===== src/rtl/remote_decoder_param_pkg.sv =====
// rtl/remote_decoder_param_pkg.sv - shared types, frame geometry helpers for the remote decoder
package remote_pkg;

  typedef enum logic [1:0] {
    S_IDLE  = 2'd0,
    S_START = 2'd1,
    S_DATA  = 2'd2
  } state_t;

  // Inverted-key field always occupies the least significant bits of the frame word
  localparam int INV_LSB = 0;

  function automatic int frame_len(input int custom_w, input int key_w);
    return custom_w + 2 * key_w;
  endfunction

  // Key field sits directly above the inverted-key field
  function automatic int key_lsb(input int key_w);
    return INV_LSB + key_w;
  endfunction

  // Custom code is the most significant field
  function automatic int cust_lsb(input int key_w);
    return INV_LSB + 2 * key_w;
  endfunction

endpackage


===== src/rtl/remote_decoder_param_if.sv =====
// rtl/remote_decoder_param_if.sv - serial input and decoded-key outputs of the remote decoder
interface remote_decoder_param_if #(
  parameter int CUSTOM_W = 16,
  parameter int KEY_W    = 8
);
  logic                serial;
  logic                ready;
  logic [KEY_W-1:0]    remote_key;
  logic [CUSTOM_W-1:0] custom_code;
  logic                error;
  logic                repeat_key;

  // Decoder side: consumes the line, produces the decoded frame
  modport master (
    input  serial,
    output ready, remote_key, custom_code, error, repeat_key
  );

  // Line sampler / key handler side
  modport slave (
    output serial,
    input  ready, remote_key, custom_code, error, repeat_key
  );
endinterface


===== src/rtl/remote_frame_shifter.sv =====
// rtl/remote_frame_shifter.sv - serial-in/parallel-out frame register with bit counter
module remote_frame_shifter #(
  parameter int F = 32
) (
  input  logic         clk,
  input  logic         reset,
  input  logic         clear,
  input  logic         shift_en,
  input  logic         serial,
  output logic [F-1:0] frame,
  output logic         done
);
  localparam int CW = $clog2(F + 1);

  // Only F-1 bits need storing: the newest bit comes straight from the line
  logic [F-2:0]  sreg;
  logic [CW-1:0] count;

  // Frame as it will look once the current bit is shifted in, so the
  // checker can evaluate in the same cycle the last bit is sampled
  assign frame = {sreg, serial};
  assign done  = shift_en && (count == CW'(F - 1));

  // Shift register and bit counter; counter rewinds on clear and after the last bit
  always_ff @(posedge clk) begin
    if (!reset) begin
      sreg  <= '0;
      count <= '0;
    end else if (clear) begin
      count <= '0;
    end else if (shift_en) begin
      sreg  <= frame[F-2:0];
      count <= done ? '0 : count + 1'b1;
    end
  end
endmodule


===== src/rtl/remote_decoder_param.sv =====
// rtl/remote_decoder_param.sv - parametrised IR remote frame decoder with ID check and repeat flag
module remote_decoder_param
  import remote_pkg::*;
#(
  parameter int                  CUSTOM_W  = 16,
  parameter int                  KEY_W     = 8,
  parameter logic [CUSTOM_W-1:0] CUSTOM_ID = CUSTOM_W'(16'hAAAA),
  parameter bit                  CHECK_ID  = 1'b1
) (
  input  logic                  clk,
  input  logic                  reset,
  remote_decoder_param_if.master bus
);
  localparam int F        = frame_len(CUSTOM_W, KEY_W);
  localparam int KEY_LSB  = key_lsb(KEY_W);
  localparam int CUST_LSB = cust_lsb(KEY_W);

  state_t              state;
  logic                ready_r;
  logic                error_r;
  logic                repeat_r;
  logic                have_prev;
  logic [KEY_W-1:0]    key_r;
  logic [CUSTOM_W-1:0] cust_r;

  logic [F-1:0]        frame;
  logic                done;
  logic                clear;
  logic                shift_en;
  logic [KEY_W-1:0]    key_f;
  logic [KEY_W-1:0]    inv_f;
  logic [CUSTOM_W-1:0] cust_f;
  logic                key_ok;
  logic                id_ok;
  logic                ok;

  // The start marker clears the counter; every S_DATA cycle is a data bit
  assign clear    = (state == S_START) && bus.serial;
  assign shift_en = (state == S_DATA);

  remote_frame_shifter #(
    .F(F)
  ) u_shifter (
    .clk      (clk),
    .reset    (reset),
    .clear    (clear),
    .shift_en (shift_en),
    .serial   (bus.serial),
    .frame    (frame),
    .done     (done)
  );

  // Field extraction and frame validation on the complete word
  assign key_f  = frame[KEY_LSB +: KEY_W];
  assign inv_f  = frame[INV_LSB +: KEY_W];
  assign cust_f = frame[CUST_LSB +: CUSTOM_W];
  assign key_ok = (key_f == ~inv_f);
  assign id_ok  = !CHECK_ID || (cust_f == CUSTOM_ID);
  assign ok     = key_ok && id_ok;

  // Frame FSM with registered result pulses and last-valid-frame holding registers
  always_ff @(posedge clk) begin
    if (!reset) begin
      state     <= S_IDLE;
      ready_r   <= 1'b0;
      error_r   <= 1'b0;
      repeat_r  <= 1'b0;
      have_prev <= 1'b0;
      key_r     <= '0;
      cust_r    <= '0;
    end else begin
      ready_r  <= 1'b0;
      error_r  <= 1'b0;
      repeat_r <= 1'b0;
      case (state)
        S_IDLE: begin
          if (!bus.serial) state <= S_START;
        end
        S_START: begin
          if (bus.serial) state <= S_DATA;
        end
        S_DATA: begin
          if (done) begin
            state <= S_IDLE;
            if (ok) begin
              ready_r   <= 1'b1;
              repeat_r  <= have_prev && (key_f == key_r);
              key_r     <= key_f;
              cust_r    <= cust_f;
              have_prev <= 1'b1;
            end else begin
              error_r <= 1'b1;
            end
          end
        end
        default: state <= S_IDLE;
      endcase
    end
  end

  assign bus.ready       = ready_r;
  assign bus.error       = error_r;
  assign bus.repeat_key  = repeat_r;
  assign bus.remote_key  = key_r;
  assign bus.custom_code = cust_r;
endmodule


===== src/flat_wrapper.sv =====
// flat-port wrapper written by rule: the top's interface ports become plain ports
module remote_decoder_param_flat import remote_pkg::*;
#(
  parameter int                  CUSTOM_W  = 16,
  parameter int                  KEY_W     = 8,
  parameter logic [CUSTOM_W-1:0] CUSTOM_ID = CUSTOM_W'(16'hAAAA),
  parameter bit                  CHECK_ID  = 1'b1
)
  (clk, reset, bus_serial, bus_ready, bus_remote_key, bus_custom_code, bus_error, bus_repeat_key);
  remote_decoder_param_if #(.CUSTOM_W(CUSTOM_W), .KEY_W(KEY_W)) bus_i ();
  input  logic clk;
  input  logic reset;
  input wire logic [$bits(bus_i.serial)-1:0] bus_serial;
  output wire logic [$bits(bus_i.ready)-1:0] bus_ready;
  output wire logic [$bits(bus_i.remote_key)-1:0] bus_remote_key;
  output wire logic [$bits(bus_i.custom_code)-1:0] bus_custom_code;
  output wire logic [$bits(bus_i.error)-1:0] bus_error;
  output wire logic [$bits(bus_i.repeat_key)-1:0] bus_repeat_key;
  assign bus_i.serial = bus_serial;
  assign bus_ready = bus_i.ready;
  assign bus_remote_key = bus_i.remote_key;
  assign bus_custom_code = bus_i.custom_code;
  assign bus_error = bus_i.error;
  assign bus_repeat_key = bus_i.repeat_key;
  remote_decoder_param #(.CUSTOM_W(CUSTOM_W), .KEY_W(KEY_W), .CUSTOM_ID(CUSTOM_ID), .CHECK_ID(CHECK_ID)) u_core (.clk(clk), .reset(reset), .bus(bus_i));
endmodule

===== config.mk =====
export PLATFORM = sky130hd
export DESIGN_NAME = remote_decoder_param_flat
export DESIGN_NICKNAME = d
export VERILOG_FILES = /design/src/rtl/remote_decoder_param_pkg.sv /design/src/rtl/remote_decoder_param_if.sv /design/src/rtl/remote_frame_shifter.sv /design/src/rtl/remote_decoder_param.sv /design/src/flat_wrapper.sv
export SDC_FILE = /design/constraint.sdc
export NUM_CORES = 1
export LEC_CHECK = 0
export BUFFER_PORTS_ARGS = -buffer_cell sky130_fd_sc_hd__buf_2
export CORE_ASPECT_RATIO = 0.5
export CORE_MARGIN = 1
export CORE_UTILIZATION = 40
export CTS_BUF_LIST = sky130_fd_sc_hd__clkbuf_4
export DETAILED_ROUTE_END_ITERATION = 6
export PLACE_DENSITY = 0.68
export SLEW_MARGIN = 20
export SYNTH_ARGS = -nofsm -noshare
export SYNTH_HDL_FRONTEND = slang
export SYNTH_SLANG_ARGS = --single-unit

===== constraint.sdc =====
create_clock -name clk -period 5.1 [get_ports clk]
set_input_delay 0.51 -clock clk [delete_from_list [all_inputs] [get_ports clk]]
set_output_delay 0.51 -clock clk [all_outputs]
set_load 0.01 [all_outputs]

# Word-level counts from Yosys, hierarchy flattened
# Cells that the tools add are included.
[op_classes]
addsub = 1
n_eq_ne = 9
mux = 7
n_bitwise = 3
n_reduce_logical = 11
[ops]
columns = ["operator", "n"]
rows = [
  ["== test 16 bit (second input constant)", 1],
  ["== test 8 bit", 2],
  ["AND reduction 3 bit", 3],
  ["inverter 8 bit", 1],
  ["adder 6 x 1 -> 6 bit (second input constant)", 1],
  ["== test 6 x 5 -> 1 bit (second input constant)", 1],
  ["2-to-1 mux 2 bit", 3],
  ["2-to-1 mux 6 bit", 1],
  ["one-hot mux 2 bit (3 select lines)", 1],
  ["logical AND 1 bit", 4],
  ["!= test 2 bit (second input constant)", 2],
  ["AND reduction 4 bit", 1],
  ["== test 2 x 1 -> 1 bit (second input constant)", 1],
  ["== test 2 bit (second input constant)", 1],
  ["logical NOT 2 bit", 1],
  ["2-to-1 mux 1 bit", 2],
  ["!= test 2 x 1 -> 1 bit (second input constant)", 1],
  ["inverter 1 bit", 2],
  ["AND reduction 2 bit", 1],
  ["OR reduction 2 bit", 1],
]
[totals]
ff_bits = 67
out_inout_bits = 27
word_cells = 40

# Longest topological paths before layout
# Gate-level depths: netlist of run 1.
[logic_depth]
depth_word = 4
depth_mapped = 7
ltp_nobuf = 5

# Hierarchy
# A second synthesis of run 1 with hierarchy kept.
[unflattened]
hier_cells = 287
hier_area_um2 = 2696.3
[modules_own_cells]
columns = ["mod", "instances", "cells_each", "area_per_inst_um2"]
rows = [
  ["remote_frame_shifter", 1, 165, 1425.1],
  ["remote_decoder_param", 1, 122, 1271.2],
]

# Least setup slack after synthesis of run 1
# No wires, ideal clock.
[synth_timing]
path_kind = "register to register"
startpoint = "reg u_core.u_shifter.count[0]"
endpoint = "reg u_core.cust_r[0] (netlist: u_core.bus.custom_code[0])"
setup_time_ns = 0.116
arrival_time_ns = 1.648
t_required_ns = 4.984
slack_ns = 3.336
stages_incl_launch_ff = 8
path_buffers = 2
period_less_slack_ns = 1.764
path_cell_list = "dfxtp_1 -> ha_1 -> and3b_1 -> buf_2 -> nand4_1 -> nor4_4 -> buf_6 -> and3b_1"
[synth_via]
elab_chain_len = 3
[synth_rtl]
columns = ["element", "line_no", "source"]
rows = [
  ["start, declared", "remote_frame_shifter.sv:17", "logic [CW-1:0] count;"],
  ["start signal, assigned", "remote_frame_shifter.sv:33", "count <= done ? '0 : count + 1'b1;"],
  ["== test 6 x 5 -> 1 bit", "remote_frame_shifter.sv:22", "assign done = shift_en && (count == CW'(F - 1));"],
  ["logical AND 1 bit", "remote_frame_shifter.sv:22", ""],
  ["AND reduction 3 bit (no line)", "-", ""],
  ["end signal, assigned", "remote_decoder_param.sv:89", "cust_r <= cust_f;"],
  ["end, declared", "remote_decoder_param.sv:24", "logic [CUSTOM_W-1:0] cust_r;"],
]
# Every way passes these cells.
# A chain may end at the register's enable or synchronous reset.

# Final worst setup path of run 1
[layout_timing]
startpoint = "reg u_core.u_shifter.count[0]"
endpoint = "reg u_core.cust_r[6] (netlist: u_core.bus.custom_code[6])"
# Same word-level chain as after synthesis.

==> qor.yml, run 1 <==
clock_network:
  cts_buffers: 9
  cts_resized: 0
  root_buffer: "clkbuf_4"
  clockBufferDepth: 2
  cts_tree: "built"
  cts.clk_slew.worst_paths_ps: 110
  cts_setup_buffers: 0
  cts_hold_buf: 0
  numClockSinks: 67
  insertion_delay_ps: 420
  cts_max_level: 3
yosys:
  async_flop_share_pct: 0
  synth_edf_count: 0
  synth_cell_type_count: 31
  ys_warn_count: 0
  synthesis.nets: 296
  netlist_area_um2: 2690
  synth.most_common_cell: "nand2_1"
  ys_seq_area_share_pct: 49.8
  netlist_top_cells_area: "dfxtp_1 50%, nand2_1 12%, a21boi_0 8.9%, mux2i_1 3.3%, xor2_1 3.3%"
  synth_top_area_share_pct: 49.8
  syn_inst: 292
  yosys.area.top_type: "dfxtp_1"
  syn_area_per_cell_um2: 9.22
  synth_seq_cells: 67
  synth_flop_cell: "dfxtp_1"
  ys_top_cells_by_count: "87 x nand2_1, 67 x dfxtp_1, 32 x a21boi_0"
setup_path:
  arrival_ps: 2250
  worstSetupPathType: "flop to flop"
  r2r_slack_ps: 3170
  start_kind: "flop"
  crit_path_end_kind: "flop"
  cp_max_fo: 25
  worst_ep_required_time_ps: 5420
route:
  drtIter0Drc: 103
  dr_total_vias: 2048
  wl_per_cell_um: 12.5
  drt_wl_total_um: 5110
  detail-route-antenna-nets: 0
  drc: 0
  drtPass1Iterations: 4
  vias_per_cell: 5.01
sta:
  fin_skew_ps: 19.5
  rsz0062_at_grt: "false"
  max-slew-margin-rel_pct: 32.7
  fmax_ghz: 0.518
  fin_crit_ps: 1930
  hold_viol: 0
  timing.final.crit_share_pct: 37.8
  setup_viol: 0
  maxSlewViolCount: 0
  fin_setup_tns_ps: 0
  worstMarginPinSlew_ps: 1010
  fin_hold_ws_ps: 330
final_layout:
  diodes: 0
  layout-drive-gt1-share_pct: 15.6
  final_cell_area_um2: 3080
  area_growth_pct: 14.3
  final_nets: 320
power:
  power_density_nw_per_um2: 325
  p_int_mw: 0.787
  vdd_drop_max_mv: 0.127
  seqPwrFrac_pct: 52.6
  combinationalPowerShare_pct: 2.3
  p_sw_share_pct: 21.3
  power_leakage_nw: 1.20
  p_sw_mw: 0.213
  clkPwrFrac_pct: 45.1
die:
  initial_core_util_pct: 42.8
  die_h_um: 60
  dieWidth_um: 118
  die_area_um2: 7080
  rows: 20
  core_um2: 6280
  ios: 30
global_route:
  antenna_found_initial: 0
  grt_max_degree: 71
  grt_pass1_vias: 1829
  grt_overflow_total: 0
  grt_first_pass_wirelength_um: 8670
  grt_use_total_pct: 16.0
placed_design:
  routabilityCongestion: 0.780
  dp_hpwl_um: 3380
  io_buffers: 29
  place_area_um2: 2890
status:
  status: "finished, final reports clean"
job:
  maxCapViolations: 0
hold_path:
  min_path_type: "input pin to flop"
sequential cells by signal, summed over array words and instances (netlist names):
| signal | flops |
|---|---|
| u_core.state | 2 |
| u_core.bus.repeat_key | 1 |
| u_core.bus.custom_code | 16 |
| u_core.have_prev | 1 |
| u_core.u_shifter.count | 6 |
| u_core.bus.ready | 1 |
| u_core.bus.error | 1 |
| u_core.bus.remote_key | 8 |
| u_core.u_shifter.sreg | 31 |
worst max-delay path, stage by stage, from the launching register on:
cell     delay, ps
dfxtp_1        390
ha_1           210
and3b_1        270
nand4_1        170
nor4_4         260
buf_4          320
and3b_1        220
through the flow:
step | std cells | power [mW] | worst slack, ps | utilization [%]
2_1_floorplan | 292 | 0.556 | 3340 | -
4_1_cts | 409 | 1.01 | 3170 | 49.0
3_5_place_dp | 393 | 0.561 | 3170 | 46.0
5_1_grt | 409 | 1.03 | 3050 | 49.0
6_report | 409 | 1.00 | 3170 | 49.0
3_3_place_gp | 393 | 0.560 | 3250 | 46.0
final cells by class:
class,instances,area [µm²]
Fill cell,571,3210
Tap cell,88,110
Sequential cell,67,1340
Clock inverter,6,113
Clock buffer,10,75.1
Timing Repair Buffer,32,168
Multi-Input combinational cell,206,1270
final timing paths:
path,startpoint,endpoint,depth (start not counted)
max reg2reg,u_core.u_shifter.count[0]$_SDFFE_PP0N_,u_core.bus.custom_code[6]$_SDFFE_PN0P_,6
min reg2reg,u_core.bus.custom_code[15]$_SDFFE_PN0P_,u_core.bus.custom_code[15]$_SDFFE_PN0P_,1
max,u_core.u_shifter.count[0]$_SDFFE_PP0N_,u_core.bus.custom_code[6]$_SDFFE_PN0P_,6
min,bus_serial,u_core.state[0]$_SDFFE_PN0P_,2
placed cells by master (no fill, tap or decap), types with 2 or more instances in the layout:
master / instances
a21boi_0: 32
a21oi_1: 2
and3_1: 2
and3b_1: 9
buf_2: 29
buf_4: 3
bufinv_16: 3
clkbuf_4: 10
dfxtp_1: 67
mux2i_1: 9
nand2_1: 87
nand3_1: 3
nand4_1: 7
nor2_1: 5
nor3_1: 2
nor4bb_1: 8
o21a_1: 9
xnor2_1: 9
xor2_1: 10
power groups by stage:
stage	registers [mW]	logic (mW)	clock network [mW]
6_report	0.526	0.0230	0.450
5_1_grt	0.527	0.0255	0.482
4_1_cts	0.526	0.0232	0.460
3_5_place_dp	0.538	0.0231	0
3_3_place_gp	0.538	0.0222	0
2_1_floorplan	0.537	0.0183	0
kinds of logic (layout without fill, tap and decap cells):
family	count (synthesis)	after routing	share of synthesized area (%)
AND/OR/NAND/NOR	132	132	24.7
flip-flops	67	67	49.8
AO/OA/AOI/OAI	45	45	12.3
XOR/XNOR	19	19	6.18
buffers and inverters	19	48	3.11
multiplexers	9	9	3.35
adder cells (fa/ha/maj)	1	1	0.465
per-layer routing:
metal | wire [µm] | part of all wire (%) | vias up | global-route usage (%)
met2 | 2420 | 47 | 34 | 27.8
met4 | 79 | 1.5 | 0 | 7.33
met3 | 230 | 4.5 | 7 | 6.30
li1 | - | - | 1036 | -
met5 | 0 | 0 | - | 0
met1 | 2380 | 47 | 971 | 18.0
(Power assumes the default switching activity.)
==> inputs of run 2 (changes only) <==
ABC_AREA = 1   (was default)
PLACE_DENSITY = 0.7   (was 0.68)
clock period = 1.5 ns   (was 5.1 ns; I/O delays follow)
==> run 2 against run 1 <==
  * First-iteration DRC count is 20% lower
  * Worst hold slack got worse by 270 ps
  * Flip-flop and latch count unchanged
  * Synthesized cell count up 26%
  * Non-clock buffer count up 22
  * Wire length is 15% higher
  * Sequential share of layout area decreased by 2.5 points
  * Core utilization is 3.8 points higher
  * Register-to-register slack worse by 3100 ps
  * Largest cell class unchanged
==> qor.yml, run 2 <==
route:
  drc: 0  # unchanged
  wl_per_cell_um: 11.5  # -8.0%
  vias_per_cell: 4.67  # -6.7%
  drtIter0Drc: 82  # -20%
  detail-route-antenna-nets: 0  # unchanged
  drt_wl_total_um: 5890  # +15%
  dr_total_vias: 2392  # +17%
  drtPass1Iterations: 4  # unchanged
yosys:
  synth_seq_cells: 67  # unchanged
  synthesis.nets: 372  # +26%
  synth_top_area_share_pct: 49.6  # -0.21 points
  synth_edf_count: 0  # unchanged
  synth_flop_cell: "dfxtp_1"
  netlist_area_um2: 2700  # +0.42%
  synth_cell_type_count: 27  # -13%
  async_flop_share_pct: 0  # unchanged
  netlist_top_cells_area: "dfxtp_1 50%, nand2_1 10%, nor2_1 8.1%, o21ai_0 6.7%, a21oi_1 6.5%"
  syn_inst: 368  # +26%
  ys_warn_count: 0  # unchanged
  ys_seq_area_share_pct: 49.6  # -0.21 points
  ys_top_cells_by_count: "72 x nand2_1, 67 x dfxtp_1, 58 x nor2_1"
  synth.most_common_cell: "nand2_1"
  syn_area_per_cell_um2: 7.34  # -20%
  yosys.area.top_type: "dfxtp_1"
final_layout:
  fin_cells: 512  # +25%
  largest_reg_flops: 31  # unchanged
  layout.area.seq_um2: 1360  # +1.5%
  layout-drive-gt1-share_pct: 26.4  # +11 points
  final_cell_area_um2: 3310  # +7.7%
  largest-register: "u_core.u_shifter.sreg"
  diodes: 0  # unchanged
  multi_input_comb_area_um2: 1180  # -7.3%
  utilization_pct: 52.7  # +3.8 points
  area_growth_pct: 22.6
  final_nets: 423  # +32%
  final_common_cell: "nand2_1"
  fillCellCount: 596  # +4.4%
  final_cell_mix: "69 x nand2_1, 51 x dfxtp_1, 50 x nor2_1"
hold_path:
  holdPathStages: 3  # +1
  min_from: "reset"
  holdPathEnd: "u_core.u_shifter.sreg[0]$_SDFFE_PN0P_"
  min_path_type: "input pin to flop"
global_route:
  grt_overflow_total: 0  # unchanged
  grt_use_total_pct: 17.2  # +1.2 points
  antenna_found_initial: 0  # unchanged
  grt_first_pass_wirelength_um: 9430  # +8.8%
  grt_max_degree: 38  # -46%
  grt_pass1_vias: 2116  # +16%
setup_path:
  arrival_ps: 1830  # -420 ps
  start_kind: "input pin"
  worst_ep_required_time_ps: 1880  # -3540 ps
  worst_path_most_repeated_cell: "nand2_1"
  slowest_delay_ps: 620  # +230 ps
  worstSetupPathType: "input pin to flop"
  cp_max_fo: 6  # -76%
  cp_slowest_cell: "dlygate4sd3_1"
  path_cells: "dlygate4sd3_1, inv_1, nand2_1, nand2_1, nand2_1, nor2_2, nand3_2, nor2_4, buf_4, nor2_1, nor2_1"
  r2r_slack_ps: 60  # -3110 ps
  r2r_start: "u_core.u_shifter.count[1]$_SDFFE_PP0N_"
  rr_worst_depth: 8  # +2
  rr_endpoint: "u_core.bus.remote_key[2]$_SDFFE_PN0P_"
  crit_path_end_kind: "flop"
power:
  finalPower_mw: 3.27  # +230%
  power_density_nw_per_um2: 987  # +200%
  vdd_drop_max_mv: 0.535  # +320%
  power_leakage_nw: 1.48  # +23%
placed_design:
  post-place-ws_ps: 41.1  # -3130 ps
  place_area_um2: 3080  # +6.6%
  io_buffers: 29  # unchanged
  dp_hpwl_um: 4000  # +18%
  routabilityCongestion: 0.755  # -3.2%
  dp_cells: 493  # +25%
die:
  rows: 20  # unchanged
  core_um2: 6280  # unchanged
  die_h_um: 60.1  # +0.21%
  dieWidth_um: 118  # +0.21%
  initial_core_util_pct: 43.0  # +0.18 points
  die_area_um2: 7110  # +0.42%
  ios: 30  # unchanged
clock_network:
  numClockSinks: 67  # unchanged
  cts_max_level: 3  # unchanged
  clockBufferDepth: 2  # unchanged
  insertion_delay_ps: 430  # about the same
  cts.clk_slew.worst_paths_ps: 120  # about the same
  root_buffer: "clkbuf_4"
  cts_buffers: 9  # unchanged
  cts_tree: "built"
sta:
  fin_hold_ws_ps: 62.8  # -268 ps
  fin_crit_ps: 1450
  worstMarginPinSlew_ps: 277  # -734 ps
  fmax_ghz: 0.691
  maxSlewViolCount: 0  # unchanged
  finalWorstSetupSlack_ps: 52.7  # -3120 ps
  fin_setup_tns_ps: 0  # unchanged
  fin_skew_ps: 18.9  # -0.613 ps
  timing.final.crit_share_pct: 96.5
  hold_viol: 0  # unchanged
  max-slew-margin-rel_pct: 81.4  # +49 points
  setup_viol: 0  # unchanged
job:
  maxCapViolations: 0  # unchanged
status:
  status: "finished, final reports clean"
[run 2: cell type report]
class / instances / area share [%]
clock buffers: 9 / 2.04
clock inverters: 7 / 2.08
inverters: 44 / 5.06
repair buffers: 54 / 10.9
multi-input cells: 243 / 35.5
flip-flops and latches: 67 / 41.1
well taps: 88 / 3.32
[run 2: timing repair]
| action | CTS | global route |
|---|---|---|
| setup buffers | 0 | 2 |
| hold buffers | 1 | 0 |
| gates resized for setup | 0 | 42 |
| hold endpoints to repair | 2 | 0 |
| setup endpoints to repair | 0 | 28 |
[run 2: how the worst max path moves through the flow]
| stage | cells after the start | end | slack [ps] | start |
|---|---|---|---|---|
| after floorplan | 9 | u_core.bus.custom_code[0]$_SDFFE_PN0P_ | 90 | u_core.u_shifter.count[3]$_SDFFE_PP0N_ |
| after global placement | 8 | u_core.bus.remote_key[5]$_SDFFE_PN0P_ | 100 | u_core.u_shifter.count[1]$_SDFFE_PP0N_ |
| after detailed placement | 9 | u_core.bus.remote_key[7]$_SDFFE_PN0P_ | 40 | u_core.u_shifter.count[3]$_SDFFE_PP0N_ |
| after CTS | 9 | u_core.bus.remote_key[6]$_SDFFE_PN0P_ | 20 | u_core.u_shifter.count[3]$_SDFFE_PP0N_ |
| after global routing | 9 | u_core.bus.custom_code[7]$_SDFFE_PN0P_ | -30 | u_core.u_shifter.sreg[6]$_SDFFE_PN0P_ |
| final | 11 | u_core.bus.remote_key[2]$_SDFFE_PN0P_ | 50 | bus_serial |
[run 2: power breakdown]
| group | switching (mW) | total, mW | internal [mW] |
|---|---|---|---|
| logic | 0.147 | 0.240 | 0.0928 |
| clock network | 0.675 | 1.17 | 0.498 |
| registers | 0.0311 | 1.86 | 1.83 |
[run 2: logic make-up (layout without fill, tap and decap cells)]
| kind of cell | count (synthesis) | in the layout | share of synthesized area, % |
|---|---|---|---|
| AO/OA/AOI/OAI | 74 | 74 | 13.9 |
| XOR/XNOR | 4 | 4 | 1.30 |
| adder cells (fa/ha/maj) | 1 | 1 | 0.463 |
| buffers and inverters | 58 | 114 | 8.43 |
| flip-flops | 67 | 67 | 49.6 |
| AND/OR/NAND/NOR | 164 | 164 | 26.3 |
[run 2: per-layer routing]
metal  routed length, µm  track usage [%]
met5                   0                0
met4                  99             6.41
met3                 257             6.11
met2                2600             28.2
met1                2930             21.3
[run 2: worst max-delay path: cells and delay by family]
kind | cells | cell delay [ps]
simple gates | 8 | 760
buf+inv | 3 | 900
